==> config.mk <==
export PLATFORM = sky130hd
export DESIGN_NAME = oka_partial_product_seq_8bit
export DESIGN_NICKNAME = d
export VERILOG_FILES = /design/src/rtl/oka_partial_product_seq_8bit.sv
export SDC_FILE = /design/constraint.sdc
export NUM_CORES = 1
export LEC_CHECK = 0
export CORE_UTILIZATION = 51
export CTS_CLUSTER_SIZE = 30
export DETAILED_ROUTE_END_ITERATION = 12
export PLACE_DENSITY = 0.8
export REMOVE_ABC_BUFFERS = 1
export SYNTH_ARGS = -nofsm -noshare
export SYNTH_HDL_FRONTEND = slang
export SYNTH_SLANG_ARGS = --single-unit
==> constraint.sdc <==
create_clock -name clk -period 2.3 [get_ports clk]
set_input_delay 0.46 -clock clk [delete_from_list [all_inputs] [get_ports clk]]
set_output_delay 0.46 -clock clk [all_outputs]
set_load 0.1 [all_outputs]
==> src/rtl/oka_partial_product_seq_8bit.sv <==
// Sequential even/odd partial-product generator for a one-level odd/even
// Karatsuba-style GF(2) multiplier. Each operand is split into its even and
// odd coefficient halves; the four h x h carry-less products Ae*Be, Ae*Bo,
// Ao*Be, Ao*Bo are built by shift-and-XOR over h cycles and then held until
// the downstream overlap stage takes them.
module oka_partial_product_seq_8bit #(
  parameter int n = 8
) (
  input  logic         clk,
  input  logic         rst_n,
  input  logic         in_valid,
  output logic         in_ready,
  input  logic [n-1:0] a_in,
  input  logic [n-1:0] b_in,
  output logic         out_valid,
  input  logic         out_ready,
  output logic [n-2:0] pp1,
  output logic [n-2:0] pp2,
  output logic [n-2:0] pp3,
  output logic [n-2:0] pp4
);

  localparam int H  = n / 2;
  localparam int PW = n - 1;
  localparam int KW = (H > 1) ? $clog2(H) : 1;

  typedef enum logic [1:0] {
    S_IDLE = 2'd0,
    S_MUL  = 2'd1,
    S_DONE = 2'd2
  } state_t;

  state_t          r_state;
  logic [KW-1:0]   r_k;
  logic [H-1:0]    r_ae, r_ao, r_be, r_bo;
  logic [PW-1:0]   r_pp1, r_pp2, r_pp3, r_pp4;

  logic [H-1:0]    w_ae_in, w_ao_in, w_be_in, w_bo_in;
  logic [PW-1:0]   w_ae_sh, w_ao_sh;
  logic            w_be_bit, w_bo_bit;
  logic            w_accept;

  // De-interleave incoming operands into even and odd coefficient halves.
  always_comb begin
    // NOTE: every always_comb output gets a default first so no path can
    // leave it unassigned and infer a latch.
    w_ae_in = '0;
    w_ao_in = '0;
    w_be_in = '0;
    w_bo_in = '0;
    for (int i = 0; i < H; i++) begin
      w_ae_in[i] = a_in[2*i];
      w_ao_in[i] = a_in[2*i+1];
      w_be_in[i] = b_in[2*i];
      w_bo_in[i] = b_in[2*i+1];
    end
  end

  // Current multiplier bit and shifted multiplicands for this MUL step.
  always_comb begin
    w_ae_sh  = PW'(r_ae) << r_k;
    w_ao_sh  = PW'(r_ao) << r_k;
    w_be_bit = r_be[r_k];
    w_bo_bit = r_bo[r_k];
  end

  assign w_accept = in_valid && (r_state == S_IDLE);

  // Control FSM plus operand and accumulator registers.
  // NOTE: datapath registers are reset too, because a reset must wipe any
  // in-flight result and the captured operands, not just the state.
  always_ff @(posedge clk or negedge rst_n) begin
    if (!rst_n) begin
      // NOTE: sequential state uses non-blocking assignments only, so every
      // register samples pre-edge values regardless of statement order.
      r_state <= S_IDLE;
      r_k     <= '0;
      r_ae    <= '0;
      r_ao    <= '0;
      r_be    <= '0;
      r_bo    <= '0;
      r_pp1   <= '0;
      r_pp2   <= '0;
      r_pp3   <= '0;
      r_pp4   <= '0;
    end else begin
      unique case (r_state)
        S_IDLE: begin
          if (w_accept) begin
            r_ae    <= w_ae_in;
            r_ao    <= w_ao_in;
            r_be    <= w_be_in;
            r_bo    <= w_bo_in;
            r_pp1   <= '0;
            r_pp2   <= '0;
            r_pp3   <= '0;
            r_pp4   <= '0;
            r_k     <= '0;
            r_state <= S_MUL;
          end
        end
        S_MUL: begin
          if (w_be_bit) r_pp1 <= r_pp1 ^ w_ae_sh;
          if (w_bo_bit) r_pp2 <= r_pp2 ^ w_ae_sh;
          if (w_be_bit) r_pp3 <= r_pp3 ^ w_ao_sh;
          if (w_bo_bit) r_pp4 <= r_pp4 ^ w_ao_sh;
          if (r_k == KW'(H - 1)) begin
            r_k     <= '0;
            r_state <= S_DONE;
          end else begin
            r_k <= r_k + 1'b1;
          end
        end
        S_DONE: begin
          if (out_ready) r_state <= S_IDLE;
        end
        default: r_state <= S_IDLE;
      endcase
    end
  end

  assign in_ready  = (r_state == S_IDLE);
  assign out_valid = (r_state == S_DONE);
  assign pp1       = r_pp1;
  assign pp2       = r_pp2;
  assign pp3       = r_pp3;
  assign pp4       = r_pp4;

endmodule
==> results of run 1 <==
cell usage in the layout (no fill, tap or decap), types with 2 or more instances in the layout:
master	n
o311ai_0	2
mux2_2	7
a31oi_1	6
mux2i_1	5
or3_1	4
nor2_1	2
a22o_1	2
o21bai_1	2
a21o_1	8
buf_4	40
nand3_1	5
o31ai_1	9
o211ai_1	4
and3b_1	3
o2bb2ai_1	3
nor3_1	2
nor3b_1	4
a21oi_1	16
nor2b_1	3
o21ai_2	4
a2bb2oi_1	2
or2_2	2
inv_1	6
clkdlybuf4s50_1	18
a41oi_1	2
clkbuf_8	6
clkinvlp_4	2
o21ai_0	6
nand2_1	64
a21boi_0	2
o21a_1	2
dfrtp_1	48
through the flow:
| step | cells | hold slack (ns) | TNS, ns | cell area, sq um | util |
|---|---|---|---|---|---|
| after floorplan | 234 | 0.1644 | -18.08 | 2328 | - |
| after global placement | 345 | 0.4666 | 0 | 2884 | 0.6489 |
| after detailed placement | 345 | 0.4657 | 0 | 2884 | 0.6489 |
| after CTS | 353 | 0.2627 | 0 | 2982 | 0.6709 |
| after global routing | 353 | 0.2987 | 0 | 2982 | 0.6709 |
| final | 353 | 0.2347 | 0 | 2982 | 0.6709 |
kinds of logic after synthesis:
family / after synthesis / synth area share
fa+ha+maj: 1 / 0.005172
simple gates: 94 / 0.1800
flops: 48 / 0.4966
compound gates: 72 / 0.2090
mux: 13 / 0.06260
buf+inv: 21 / 0.04655
per-layer routing:
metal  track usage  share of wire  vias to the layer above  wire (um)
met1        0.3412           0.47                      973       2571
met3       0.05128          0.040                        9        221
li1              -              -                      983          -
met4       0.08444          0.013                        0         72
met2        0.3739           0.48                       52       2594
met5             0              0                        -          0
state kept, by name, indices dropped and copies added (netlist names):
name     count
r_state      2
pp2          7
r_be         4
pp1          7
pp4          7
r_k          2
r_ao         4
r_ae         4
r_bo         4
pp3          7
worst paths after layout:
path	cells after the start	start	slack (ns)	endpoint
worst max-delay path	4	r_state[1]$_DFFE_PN0P_	0.44	pp3[3]$_DFFE_PN0P_
worst min-delay path	2	rst_n	0.23	r_be[0]$_DFFE_PN0P_
worst max register to register	4	r_state[1]$_DFFE_PN0P_	0.44	pp3[3]$_DFFE_PN0P_
worst min register to register	1	pp3[0]$_DFFE_PN0P_	0.48	pp3[0]$_DFFE_PN0P_
max in group asynchronous	2	rst_n	1.66	pp2[6]$_DFFE_PN0P_
min in group clk	1	pp3[0]$_DFFE_PN0P_	0.48	pp3[0]$_DFFE_PN0P_
critical path: cells and delay by family, from the launching register on:
kind            cells  cell delay (ns)
compound gates      3             0.87
simple gates        1             0.44
flops               1             0.45
layout make-up:
type,count,area (sq um),area share
tap,52,65.06,0.02182
clock buffer,6,82.58,0.02770
sequential,48,1201,0.4029
timing repair buffer,59,485.5,0.1628
clock inverter,2,15.01,0.005036
multi-input combinational,180,1110,0.3722
inverter,6,22.52,0.007554
==> impl_metrics.csv, run 1 <==
group,metric,value,unit
final_layout,nets,321,
worst_setup_path,cp-end-kind,"flip-flop",
place,io_buffers,49,
clock_network,htreeDepth,2,
routing,route.detailed.drc,0,
worst_setup_path,cp_data_required_time,2.51,ns
sta,fin_crit_sh,0.8102,
worst_setup_path,max_stage_delay,0.51,ns
sta,fin_ws,0.4366,ns
routing,wirelength,5.459,mm
sta,tightest_slew,0.6064,ns
logic_synthesis,synth_most_common_cell,"nand2_1",
place,place_worst_setup_slack,0.4250,ns
final_layout,syn_to_final_growth,23.28,%
logic_synthesis,seq_area_frac_synth,0.4966,
logic_synthesis,synth_area_leaders,"dfrtp_1 (50%), nand2_1 (9.9%), a21oi_1 (3.3%), mux2_2 (3.3%), o31ai_1 (2.8%)",
worst_setup_path,cp_cell_sequence,"or3b_1 -> o2bb2ai_2 -> o2bb2ai_1 -> a21o_1",
logic_synthesis,synthFlopType,"dfrtp_1",
global_routing,track_usage,0.2421,
min_path,hold_class,"input port to asynchronous set/reset pin",
clock_network,cts_tree,"built",
worst_setup_path,crit_type,"flip-flop to flip-flop",
logic_synthesis,synthArstFlopShare,1.000,
sta,finalSetupViolCount,0,
logic_synthesis,yosys_warnings,0,
routing,via_count,2017,
final_layout,fillers,369,
floorplanning,start_util,0.5442,
sta,max-slew-margin-rel,0.5933,
logic_synthesis,yosys-top-cells-count,"nand2_1 (64), dfrtp_1 (48), a21oi_1 (16), o31ai_1 (9), a21o_1 (8)",
status,status,"completed",
clock_network,clockBufferDepth,2,
clock_network,worstSkewPairLatency,0.31,ns
sta,slew_viol_final,0,
sta,max_freq,536.6,MHz
logic_synthesis,yosysTopAreaCellShare,0.4966,
clock_network,cts_setup_buffers,0,
logic_synthesis,ys_ff_latch,48,
logic_synthesis,syn_area,0.002419,sq mm
routing,wl_per_cell,15.46,um
sta,rsz0062_at_grt,"false",
logic_synthesis,synth_edf_count,0,
logic_synthesis,syn_inst,249,
place,hpwl,3.895,mm
sta,min_period,1.863,ns
worst_setup_path,critPathMaxFanout,10,
clock_network,cts-resized-gates,0,
routing,viasPerCell,5.714,
place,place_congestion,0.7710,
final_layout,drive_above_1_share,0.2226,
floorplanning,die_area,0.005022,sq mm
routing,final_antenna_net_count,0,
final_layout,antenna_cells,0,
clock_network,cts_hold_buf,0,
global_routing,antenna_found_initial,0,
floorplanning,die_h,70.87,um
global_routing,grt_pass1_vias,1991,
worst_setup_path,cp_slowest_cell,"o2bb2ai_2",
sta,clock_skew,0.007684,ns
routing,dr.pass1.iters,6,
sta,hold_viol_final,0,
floorplanning,io_pins,50,
logic_synthesis,synthDistinctLibCells,41,
floorplanning,core-area,0.004444,sq mm
floorplanning,die_width,70.87,um
global_routing,grt_overflow,0,
clock_network,cts.sinks,48,
worst_setup_path,cp.arrival,2.07,ns
clock_network,cts_root_buffer,"clkbuf_8",
job,maxCapViolCount,0,
global_routing,grt_pass1_wl,9.487,mm
logic_synthesis,netlist.top_cell.by_area,"dfrtp_1",
floorplanning,row_count,24,
worst_setup_path,critPathLaunchType,"flip-flop",
clock_network,cts.clk_slew.worst_paths,0.09,ns
logic_synthesis,syn_area_per_cell,9.713,sq um
global_routing,grt_start_max_net_pins,49,
routing,drtIter0Drc,139,
clock_network,cts_buffers,5,
Power of run 1 is left out: the tool's default activity adds up to more than one toggle a clock period on the data nets, which glitch-free logic cannot reach.
==> inputs of run 2 (changes only) <==
- CORE_UTILIZATION: 51 -> 46
- PLACE_DENSITY: 0.8 -> 0.76
- clock period: 2.3 -> 1.6 ns (I/O delays scaled with it)
==> impl_metrics.csv, run 2 (synthesized netlist as in run 1, its figures left out) <==
group,metric,value,unit
worst_setup_path,cp-startpoint,"r_k[0]$_DFFE_PN0P_",
global_routing,grt_start_max_net_pins,49,
routing,final_antenna_net_count,0,
floorplanning,row_count,26,
min_path,hold_class,"input port to asynchronous set/reset pin",
final_layout,layout_common_cells,"nand2_1 (60), dfrtp_1 (48), buf_12 (32), clkdlybuf4s50_1 (18), buf_4 (16)",
worst_setup_path,critPathBufInv,1,
sta,fin_crit_sh,1.016,
clock_network,htreeDepth,2,
global_routing,grt_pass1_vias,2160,
clock_network,cts.sinks,48,
global_routing,grt_overflow,0,
sta,hold_viol_final,11,
final_layout,nets,340,
clock_network,worstSkewPairLatency,0.31,ns
clock_network,cts_root_buffer,"clkbuf_8",
clock_network,cts.clk_slew.worst_paths,0.08,ns
sta,min_period,1.626,ns
final_layout,drive_above_1_share,0.3500,
worst_setup_path,crit_type,"flip-flop to flip-flop",
worst_setup_path,max_stage_delay,0.57,ns
routing,wirelength,6.909,mm
global_routing,antenna_found_initial,0,
place,io_buffers,49,
routing,route.detailed.drc,0,
sta,whs,-0.005595,ns
sta,max-slew-margin-rel,0.6937,
floorplanning,die_h,74.51,um
job,maxCapViolCount,0,
place,placed_cell_area,0.003427,sq mm
worst_setup_path,cp_cell_sequence,"mux4_2 -> a21oi_4 -> buf_6 -> o21bai_1 -> a21o_1",
global_routing,grt_pass1_wl,10.44,mm
worst_setup_path,crit_family,"multiplexers",
final_layout,multi_input_area,0.001291,sq mm
worst_setup_path,cp.arrival,1.87,ns
floorplanning,start_util,0.4766,
routing,wl_per_cell,17.72,um
floorplanning,die_width,74.51,um
place,dp.cells,379,
floorplanning,core-area,0.005075,sq mm
routing,via_count,2251,
routing,drtIter0Drc,191,
sta,slew_viol_final,0,
final_layout,fin_cells,390,
sta,fin_ws,-0.02625,ns
final_layout,fillers,332,
place,hpwl,4.344,mm
floorplanning,die_area,0.005552,sq mm
worst_setup_path,cp_data_required_time,1.85,ns
sta,tightest_slew,0.4595,ns
sta,rsz0062_at_grt,"true",
clock_network,cts_tree,"built",
worst_setup_path,cp-end-kind,"flip-flop",
sta,finalSetupViolCount,3,
status,status,"finished, violations left",
final_layout,final_cell_area,0.003784,sq mm
final_layout,antenna_cells,0,
routing,dr.pass1.iters,4,
worst_setup_path,critPathMaxFanout,6,
status,violations,"negative hold slack, negative setup slack",
sta,clock_skew,0.01268,ns
worst_setup_path,cp_slowest_cell,"mux4_2",
final_layout,seq_area,0.001201,sq mm
routing,viasPerCell,5.772,
clock_network,clockBufferDepth,2,
global_routing,track_usage,0.2543,
clock_network,cts_buffers,5,
floorplanning,io_pins,50,
worst_setup_path,critPathLaunchType,"flip-flop",
worst_setup_path,r2r-start,"r_k[0]$_DFFE_PN0P_",
place,place_congestion,0.8730,
final_layout,syn_to_final_growth,56.44,%
sta,max_freq,614.9,MHz
final_layout,layout_commonest_cell,"nand2_1",
run 2: area by class of cell:
class / count / share of cell area
Inverter: 6 / 0.005952
Sequential cell: 48 / 0.3175
Multi-Input combinational cell: 180 / 0.3413
Clock inverter: 3 / 0.01124
Timing Repair Buffer: 78 / 0.2827
Clock buffer: 5 / 0.01819
Tap cell: 70 / 0.02315
run 2: worst register-to-register path, delay by kind of cell (launching register included):
kind | cells | cell delay, ns
DFF | 1 | 0.40
AOI/OAI and AO/OA | 3 | 0.46
muxes | 1 | 0.57
buffers and inverters | 1 | 0.15
run 2: per-stage QoR:
| stage | setup slack [ns] | util | hold WS (ns) | setup TNS (ns) |
|---|---|---|---|---|
| global route | -0.09680 | 0.7456 | 0.009459 | -0.8651 |
| global placement | -0.1668 | 0.6753 | 0.3226 | -2.633 |
| floorplan | -1.429 | - | 0.02441 | -51.05 |
| CTS | 0.001042 | 0.7113 | 0.0007940 | 0 |
| finish | -0.02625 | 0.7456 | -0.005595 | -0.04345 |
| detailed placement | -0.2580 | 0.6753 | 0.3380 | -4.171 |
run 2: per-layer routing:
metal  part of all wire  vias up  GRT usage
met2               0.53       80     0.4224
met5                  0        -          0
met1               0.41     1132     0.3278
met3              0.037       17    0.03930
li1                   -     1022          -
met4              0.024        0     0.1174
run 2: path summary, 6_finish.rpt:
check	end	slack [ns]	cells after the start
max	pp4[2]$_DFFE_PN0P_	-0.03	5
min	r_bo[2]$_DFFE_PN0P_	-0.006	2
max reg2reg	pp4[2]$_DFFE_PN0P_	-0.03	5
min reg2reg	r_bo[3]$_DFFE_PN0P_	0.49	2
max in group asynchronous	r_be[0]$_DFFE_PN0P_	1.38	2
min in group clk	r_bo[3]$_DFFE_PN0P_	0.49	2
run 2: timing repair:
action | CTS | global route
resized for setup | 12 | 45
setup endpoints to repair | 28 | 27
pin swaps | 1 | 16
setup buffers | 4 | 0
hold buffers | 0 | 0
Power of run 2 is left out for the same reason.
==> inputs of run 3 (changes only) <==
- CORE_MARGIN: unset -> 10
==> impl_metrics.csv, run 3 (synthesized netlist as in run 1, its figures left out) <==
group,metric,value,unit
status,status,"finished, violations left",
status,violations,"negative setup slack",
routing,met3_length,449,um
worst_setup_path,cp.arrival,1.83,ns
min_path,hold_class,"flip-flop to flip-flop",
routing,drtIter0Drc,154,
clock_network,cts_setup_buffers,0,
routing,wirelength,6.964,mm
final_layout,fillers,351,
global_routing,antenna_found_initial,0,
clock_network,worstSkewPairLatency,0.31,ns
place,place_congestion,0.8305,
worst_setup_path,crit_type,"flip-flop to flip-flop",
global_routing,track_usage,0.1645,
routing,route.detailed.drc,0,
worst_setup_path,cp_cell_sequence,"mux4_2 -> a21oi_2 -> buf_4 -> nand2_1 -> o311ai_0",
clock_network,cts.sinks,48,
place,place_worst_setup_slack,-0.1247,ns
clock_network,cts.clk_slew.worst_paths,0.09,ns
routing,wl_per_cell,17.86,um
sta,rsz0062_at_grt,"true",
worst_setup_path,critPathLaunchType,"flip-flop",
sta,clock_skew,0.009045,ns
floorplanning,core-area,0.005107,sq mm
routing,wl_met2,3.712,mm
floorplanning,die_area,0.008558,sq mm
global_routing,grt_pass1_wl,11.53,mm
floorplanning,start_util,0.4735,
final_layout,fin_cells,390,
routing,dr.pass1.iters,4,
final_layout,antenna_cells,0,
worst_setup_path,critPathMaxFanout,6,
routing,drt-met1-wl,2.653,mm
floorplanning,die_h,92.51,um
floorplanning,row_count,26,
place,io_buffers,49,
sta,max-slew-margin-rel,0.6884,
sta,whs,0.4810,ns
final_layout,drive_above_1_share,0.3438,
sta,fin_ws,-0.04350,ns
clock_network,htreeDepth,2,
worst_setup_path,cp_slowest_cell,"mux4_2",
floorplanning,io_pins,50,
sta,tightest_slew,0.4673,ns
worst_setup_path,cp-end-kind,"flip-flop",
sta,max_freq,608.5,MHz
final_layout,syn_to_final_growth,54.94,%
routing,via_count,2187,
clock_network,cts_root_buffer,"clkbuf_8",
sta,fin_crit_sh,1.027,
final_layout,layout_common_cells,"nand2_1 (63), dfrtp_1 (47), buf_12 (32), clkdlybuf4s50_1 (18), buf_4 (17)",
sta,slew_viol_final,0,
routing,top_layer,"met4",
worst_setup_path,max_stage_delay,0.54,ns
place,hpwl,4.941,mm
routing,final_antenna_net_count,0,
clock_network,clockBufferDepth,2,
floorplanning,die_width,92.51,um
global_routing,grt_pass1_vias,2382,
worst_setup_path,crit_family,"multiplexers",
routing,viasPerCell,5.608,
global_routing,grt_start_max_net_pins,31,
worst_setup_path,cp_data_required_time,1.78,ns
final_layout,layout_commonest_cell,"nand2_1",
global_routing,grt_overflow,0,
sta,finalSetupViolCount,6,
clock_network,cts_tree,"built",
final_layout,nets,340,
sta,min_period,1.644,ns
worst_setup_path,critPathBufInv,1,
job,maxCapViolCount,0,
clock_network,cts_buffers,5,
sta,hold_viol_final,0,
place,dp.cells,381,
[run 3: cell types whose count changed in the layout (fill, tap and decap cells not counted), sizes merged]
cell / before / now
buf: 60 / 59
dlygate4sd3: 0 / 1
[run 3: path summary, 6_finish.rpt]
check / startpoint / to / slack, ns / cells past startpoint
max: r_k[0]$_DFFE_PN0P_ / pp4[6]$_DFFE_PN0P_ / -0.04 / 5
max in group asynchronous: rst_n / r_k[0]$_DFFE_PN0P_ / 0.59 / 3
min reg2reg: r_bo[3]$_DFFE_PN0P_ / r_bo[3]$_DFFE_PN0P_ / 0.48 / 2
max reg2reg: r_k[0]$_DFFE_PN0P_ / pp4[6]$_DFFE_PN0P_ / -0.04 / 5
min: r_bo[3]$_DFFE_PN0P_ / r_bo[3]$_DFFE_PN0P_ / 0.48 / 2
min in group asynchronous: rst_n / pp4[3]$_DFFE_PN0P_ / 0.49 / 2
[run 3: metrics by stage]
stage / util / TNS [ns] / instance area, sq um
detailed placement: 0.6739 / -1.178 / 3442
global placement: 0.6739 / -0.4877 / 3442
floorplan: - / -51.05 / 2328
finish: 0.7337 / -0.1282 / 3747
CTS: 0.7036 / 0 / 3593
global route: 0.7337 / -1.347 / 3747
[run 3: timing repair]
item,CTS,global route
endpoints found under the hold margin,18,0
endpoints found under the setup margin,28,28
pin swaps,1,11
gates resized for setup,11,35
hold buffers,1,0
gates cloned,0,1
[run 3: final cells by class]
type,count,area [sq um],share of cell area
multi-input combinational,180,1265,0.3376
sequential,48,1202,0.3209
timing repair buffer,78,1059,0.2825
tap,70,87.58,0.02337
clock buffer,5,68.82,0.01836
clock inverter,3,42.54,0.01135
inverter,6,22.52,0.006010
[run 3: worst register-to-register path, stage by stage, from the launching register on]
cell and delay [ns]:
dfrtp_2 0.43, mux4_2 0.54, a21oi_2 0.19, buf_4 0.18, nand2_1 0.07, o311ai_0 0.12
[run 3: routing by layer]
layer	GRT usage	vias up
li1	-	1027
met1	0.1846	1076
met2	0.2812	70
met3	0.05085	14
met4	0.07326	0
met5	0	-
Power of run 3 is left out for the same reason.
